<file path="config.mk">
export PLATFORM = sky130hd
export DESIGN_NAME = data_mem_port
export DESIGN_NICKNAME = d
export VERILOG_FILES = /design/src/rtl/mem_pkg.sv /design/src/rtl/lsu_align.sv /design/src/rtl/data_mem_port.sv
export SDC_FILE = /design/constraint.sdc
export NUM_CORES = 1
export LEC_CHECK = 0
export ABC_AREA = 1
export CAP_MARGIN = 15
export CORE_ASPECT_RATIO = 1.5
export CORE_MARGIN = 3
export CORE_UTILIZATION = 40
export DETAILED_ROUTE_END_ITERATION = 6
export DONT_BUFFER_PORTS = 1
export GPL_TIMING_DRIVEN = 0
export HOLD_SLACK_MARGIN = 0.03
export PLACE_DENSITY = 0.58
export SLEW_MARGIN = 20
export SYNTH_ARGS = -nofsm -noshare
export SYNTH_HDL_FRONTEND = slang
export SYNTH_SLANG_ARGS = --single-unit
</file>
<file path="constraint.sdc">
create_clock -name clk -period 4.7 [get_ports clk]
set_clock_uncertainty 0.1 [all_clocks]
set_input_delay 1.41 -clock clk [delete_from_list [all_inputs] [get_ports clk]]
set_output_delay 1.41 -clock clk [all_outputs]
set_load 0.01 [all_outputs]
</file>
<file path="src/rtl/mem_pkg.sv">
// mem_pkg: shared encodings for the load/store memory ports
package mem_pkg;
    localparam int XLEN_BYTES = 8;
    typedef enum logic [2:0] {
        SZ_B  = 3'b000,
        SZ_H  = 3'b001,
        SZ_W  = 3'b010,
        SZ_D  = 3'b011,
        SZ_BU = 3'b100,
        SZ_HU = 3'b101,
        SZ_WU = 3'b110,
        SZ_X  = 3'b111
    } mem_size_e;
    typedef enum logic [2:0] {IDLE, REQ, WAIT, DONE, DRAIN} dmem_state_e;
endpackage

</file>
<file path="src/rtl/lsu_align.sv">
// lsu_align: byte-lane steering, strobes, load extension and misalignment check
module lsu_align
    import mem_pkg::*;
#(
    parameter int XLEN = 8 * XLEN_BYTES
) (
    input  logic [2:0]                  funct3,
    input  logic [$clog2(XLEN/8)-1:0]   offset,
    input  logic [XLEN-1:0]             wdata,
    input  logic [XLEN-1:0]             rdata,
    output logic [XLEN-1:0]             lane_wdata,
    output logic [XLEN/8-1:0]           strb,
    output logic [XLEN-1:0]             load_data,
    output logic                        misaligned
);
    localparam int OW = $clog2(XLEN/8);
    logic [3:0] nb;
    logic [XLEN-1:0] shifted;
    logic sgn;
    assign nb = 4'd1 << funct3[1:0];
    assign sgn = !funct3[2];
    assign misaligned = (funct3 == SZ_X) || (|(offset & OW'(nb - 4'd1)));
    assign strb = ~({(XLEN/8){1'b1}} << nb) << offset;
    assign lane_wdata = wdata << {offset, 3'b000};
    assign shifted = rdata >> {offset, 3'b000};
    assign load_data = funct3[1:0] == 2'd0 ? {{(XLEN-8){sgn & shifted[7]}}, shifted[7:0]} :
                       funct3[1:0] == 2'd1 ? {{(XLEN-16){sgn & shifted[15]}}, shifted[15:0]} :
                       funct3[1:0] == 2'd2 ? {{(XLEN-32){sgn & shifted[31]}}, shifted[31:0]} :
                       shifted;
endmodule

</file>
<file path="src/rtl/data_mem_port.sv">
// data_mem_port: MEM-stage data bus responder, one bus transaction per load/store
module data_mem_port
    import mem_pkg::*;
#(
    parameter int XLEN = 64
) (
    input  logic                clk,
    input  logic                reset,
    input  logic                ex_mem_valid,
    input  logic                ex_mem_mem_read,
    input  logic                ex_mem_mem_write,
    input  logic [2:0]          ex_mem_funct3,
    input  logic [XLEN-1:0]     ex_mem_addr,
    input  logic [XLEN-1:0]     ex_mem_wdata,
    input  logic                ex_mem_enable,
    input  logic                flush,
    output logic                read_done,
    output logic                write_done,
    output logic [XLEN-1:0]     load_data,
    output logic                misaligned,
    output logic                dbus_req_valid,
    input  logic                dbus_req_ready,
    output logic                dbus_req_write,
    output logic [XLEN-1:0]     dbus_req_addr,
    output logic [XLEN-1:0]     dbus_req_wdata,
    output logic [XLEN/8-1:0]   dbus_req_strb,
    input  logic                dbus_resp_valid,
    input  logic [XLEN-1:0]     dbus_resp_rdata
);
    localparam int OW = $clog2(XLEN/8);
    dmem_state_e state, state_next;
    logic op_write, mis_q, idle, go, mis;
    logic [2:0] f3_q;
    logic [XLEN-1:0] addr_q, wdata_q, lane_wdata, extracted;
    logic [XLEN/8-1:0] strb_q, strb;
    assign idle = state == IDLE;
    assign go = ex_mem_valid && (ex_mem_mem_read || ex_mem_mem_write) && !flush;
    // Steering uses the live EX/MEM fields in IDLE, extraction uses the latched ones afterwards
    lsu_align #(.XLEN(XLEN)) u_align (
        .funct3     (idle ? ex_mem_funct3 : f3_q),
        .offset     (idle ? ex_mem_addr[OW-1:0] : addr_q[OW-1:0]),
        .wdata      (ex_mem_wdata),
        .rdata      (dbus_resp_rdata),
        .lane_wdata (lane_wdata),
        .strb       (strb),
        .load_data  (extracted),
        .misaligned (mis)
    );
    always_comb begin
        state_next = state;
        case (state)
            IDLE:    state_next = go ? (mis ? DONE : REQ) : IDLE;
            REQ:     state_next = flush ? (dbus_req_ready ? DRAIN : IDLE) : (dbus_req_ready ? WAIT : REQ);
            WAIT:    state_next = dbus_resp_valid ? (flush ? IDLE : DONE) : (flush ? DRAIN : WAIT);
            DONE:    state_next = (flush || ex_mem_enable) ? IDLE : DONE;
            DRAIN:   state_next = dbus_resp_valid ? IDLE : DRAIN;
            default: state_next = IDLE;
        endcase
    end
    always_ff @(posedge clk) begin
        if (reset) begin
            state     <= IDLE;
            op_write  <= 1'b0;
            mis_q     <= 1'b0;
            f3_q      <= '0;
            addr_q    <= '0;
            wdata_q   <= '0;
            strb_q    <= '0;
            load_data <= '0;
        end else begin
            state <= state_next;
            if (idle && go) begin
                op_write <= ex_mem_mem_write && !ex_mem_mem_read;
                mis_q    <= mis;
                f3_q     <= ex_mem_funct3;
                addr_q   <= ex_mem_addr;
                wdata_q  <= lane_wdata;
                strb_q   <= strb;
            end
            if (state == WAIT && dbus_resp_valid && !flush) load_data <= extracted;
        end
    end
    assign dbus_req_valid = state == REQ;
    assign dbus_req_write = op_write;
    assign dbus_req_addr  = {addr_q[XLEN-1:OW], OW'(0)};
    assign dbus_req_wdata = wdata_q;
    assign dbus_req_strb  = strb_q;
    assign read_done      = state == DONE && !op_write;
    assign write_done     = state == DONE && op_write;
    assign misaligned     = state == DONE && mis_q;
endmodule

</file>
==> results.sh <==
export IMPL_outcome="complete, no violations"
export IMPL_fp_row_count=75
export IMPL_layout_nets=2041
export IMPL_cts_hold_repair_buffers=0
export IMPL_hold_ws_ps=356.9
export IMPL_drive_gt1_share_pct=10.48
export IMPL_timing_critical_path_cells="inv_1, nand3_1, nand2_2, buf_6, clkbuf_1, o21ai_0, nand2_1, nand2_1, o21ai_0, nand3_1, nand2_1, inv_1"
export IMPL_cap_violations=0
export IMPL_cp_slowest_cell="clkbuf_1"
export IMPL_cts_sinks=208
export IMPL_cts_setup_buffers=0
export IMPL_clock_latency_ps=510
export IMPL_vias=12690
export IMPL_post_drt_wl_per_cell_um=24.41
export IMPL_setup_violations=0
export IMPL_wirelength_mm=54.63
export IMPL_ys_seq_area_share_pct=35.90
export IMPL_path_class="input port to flip-flop"
export IMPL_dp_hpwl_mm=44.05
export IMPL_fmax_ghz=0.2839
export IMPL_worst_pin_slew_ps=910.4
export IMPL_grt_max_degree=15
export IMPL_worstHoldPathType="flip-flop to flip-flop"
export IMPL_drt_first_iter_violations=953
export IMPL_route_detailed_drc=0
export IMPL_h_tree_depth=1
export IMPL_grt_pass1_wl_mm=78.23
export IMPL_fin_area_um2=12790
export IMPL_grt_pass1_vias=12340
export IMPL_numPortBuffers=0
export IMPL_grt_antenna_before_repair=1
export IMPL_power_density_nw_per_um2=401.0
export IMPL_grtUsageTotal_pct=33.07
export IMPL_post_cts_resized=0
export IMPL_cpMostUsedCell="nand2_1"
export IMPL_die_x_um=145.0
export IMPL_start_kind="input port"
export IMPL_slew_headroom_pct=39.31
export IMPL_path_max_fanout=10
export IMPL_period_needed_ps=3523
export IMPL_coreArea_um2=28250
export IMPL_maxSlewViolCount=0
export IMPL_area_growth_pct=10.28
export IMPL_clk_pin_slew_ps=60
export IMPL_critPathArrivalTime_ps=3830
export IMPL_clockBufferDepth=3
export IMPL_finalHoldViolCount=0
export IMPL_grt_ovfl_total=0
export IMPL_synth_cell_types=31
export IMPL_ios=409
export IMPL_finalSetupTns_ps=0
export IMPL_place_area_um2=12090
export IMPL_start_util_pct=41.06
export IMPL_die_y_um=214.5
export IMPL_reg2reg_slack_ps=1580
export IMPL_yosysWarnings=0
export IMPL_gp_congestion=1.037
export IMPL_p_leak_nw=5.751
export IMPL_root_buffer="clkbuf_16"
export IMPL_crit_path_max_incr_delay_ps=620
export IMPL_cts_made_buffers=21
export IMPL_dieArea_um2=31110
export IMPL_final_period_utilization_pct=74.96
export IMPL_dr_pass1_iters=6
export IMPL_cts_tree="done"
export IMPL_ir_worst_vdd_uv=231.1
export IMPL_avgSynthCellArea_um2=6.400
export IMPL_synth_cells=1812
export IMPL_netlist_area_um2=11600
export IMPL_rsz0062_at_grt="false"
export IMPL_crit_path_end_kind="flip-flop"
export IMPL_vias_per_cell=5.672
export IMPL_ant_nets=0
export IMPL_required_ps=5010
export IMPL_ys_ff_latch=208
==> Yosys cell counts <==
| library cell | count | area share, % |
|---|---|---|
| nand2_2 | 5 | 0.27 |
| o21ai_4 | 1 | 0.14 |
| nor3_1 | 4 | 0.17 |
| buf_1 | 8 | 0.26 |
| dfxtp_1 | 208 | 36 |
| inv_2 | 5 | 0.16 |
| a211oi_1 | 4 | 0.26 |
| a22oi_1 | 6 | 0.39 |
| a21oi_2 | 1 | 0.076 |
| nand2_1 | 461 | 15 |
| clkbuf_1 | 72 | 2.3 |
| nor2_4 | 3 | 0.29 |
| o21ai_2 | 2 | 0.15 |
| conb_1 | 1 | 0.032 |
| o21bai_1 | 1 | 0.065 |
| or2_2 | 21 | 1.1 |
| nor2_1 | 209 | 6.8 |
| o21ai_1 | 10 | 0.43 |
| nor2_2 | 1 | 0.054 |
| o22ai_1 | 8 | 0.43 |
| nand2_4 | 1 | 0.097 |
| a21oi_1 | 111 | 4.8 |
| inv_1 | 112 | 3.6 |
| buf_6 | 7 | 0.68 |
| o21a_1 | 3 | 0.19 |
| o21ai_0 | 216 | 9.3 |
| buf_2 | 44 | 1.9 |
| buf_4 | 68 | 4.4 |
| a31oi_1 | 9 | 0.49 |
| o211ai_1 | 56 | 3.6 |
| nand3_1 | 154 | 6.6 |
==> layout make-up <==
cell class / count / area (um2)
fillers: 3064 / 15460
plain buffers: 199 / 1110
diodes: 1 / 2.502
well taps: 385 / 481.7
clock inverters: 10 / 108.9
clock buffers: 28 / 591.8
flip-flops and latches: 208 / 4164
multi-input cells: 1290 / 5892
inverters: 117 / 439.2
==> critical path: cells and delay by family <==
kind	cells	cell delay, ps
and+or+nand+nor	6	910
buffers and inverters	4	850
AOI/OAI and AO/OA	2	650
==> power by group <==
group,internal (W),switching [W],leakage [nW],total [W]
logic,0.000416,0.00104,3.72,0.00146
clock network,0.000999,0.000733,0.344,0.00173
registers,0.00185,0.0000858,1.69,0.00194
total,0.00327,0.00186,5.75,0.00513
==> state kept, by name (all words and copies together) (netlist names) <==
| register | flops |
|---|---|
| addr_q | 64 |
| dbus_req_strb | 8 |
| dbus_req_wdata | 64 |
| dbus_req_write | 1 |
| f3_q | 3 |
| load_data | 64 |
| mis_q | 1 |
| state | 3 |
==> routing by layer <==
metal  vias to the layer above  routed length (um)  track usage (%)
met5                         -                   0                0
met4                         0                4210            21.87
met1                      5919               17990            32.49
met3                       182                4522            7.653
li1                       5921                   -                -
met2                       671               27910            61.47
==> worst paths after layout <==
| path | from | endpoint | cells after the start |
|---|---|---|---|
| worst max-delay path | ex_mem_addr[0] | load_data[17]$_SDFFE_PP0P_ | 12 |
| worst min-delay path | f3_q[1]$_SDFFE_PP0P_ | f3_q[1]$_SDFFE_PP0P_ | 2 |
| worst max register to register | state[1]$_SDFF_PP0_ | load_data[17]$_SDFFE_PP0P_ | 12 |
| worst min register to register | f3_q[1]$_SDFFE_PP0P_ | f3_q[1]$_SDFFE_PP0P_ | 2 |
==> stage by stage <==
step / setup WS (ps) / power [W] / util [%] / cells
after global routing: 1205 / 0.005336 / 45.27 / 2237
final: 1177 / 0.005129 / 45.28 / 2238
after CTS: 1280 / 0.005143 / 45.27 / 2237
after global placement: 786.0 / 0.003398 / 42.79 / 2199
after floorplan: 1756 / 0.002902 / - / 1814
after detailed placement: 745.3 / 0.003402 / 42.79 / 2199
==> cell families (layout without fill, tap and decap cells) <==
logic type / count (synthesis) / count (layout) / synth area share (%)
other cells: 1 / 4 / 0.03233
buf+inv: 316 / 354 / 13.36
flops: 208 / 208 / 35.90
compound gates: 428 / 428 / 20.36
simple gates: 859 / 859 / 30.35
==> layout by cell type, fill, tap and decap left out, types with 9 or more instances in the layout <==
| cell | synthesis | layout |
|---|---|---|
| nand2_1 | 461 | 461 |
| o21ai_0 | 216 | 216 |
| nor2_1 | 209 | 209 |
| dfxtp_1 | 208 | 208 |
| nand3_1 | 154 | 154 |
| inv_1 | 112 | 112 |
| a21oi_1 | 111 | 111 |
| clkbuf_1 | 72 | 75 |
| buf_4 | 68 | 68 |
| o211ai_1 | 56 | 56 |
| buf_2 | 44 | 44 |
| or2_2 | 21 | 21 |
| clkbuf_16 | 0 | 21 |
| o21ai_1 | 10 | 10 |
| a31oi_1 | 9 | 9 |
No activity file was read; power rests on OpenSTA's default activity.
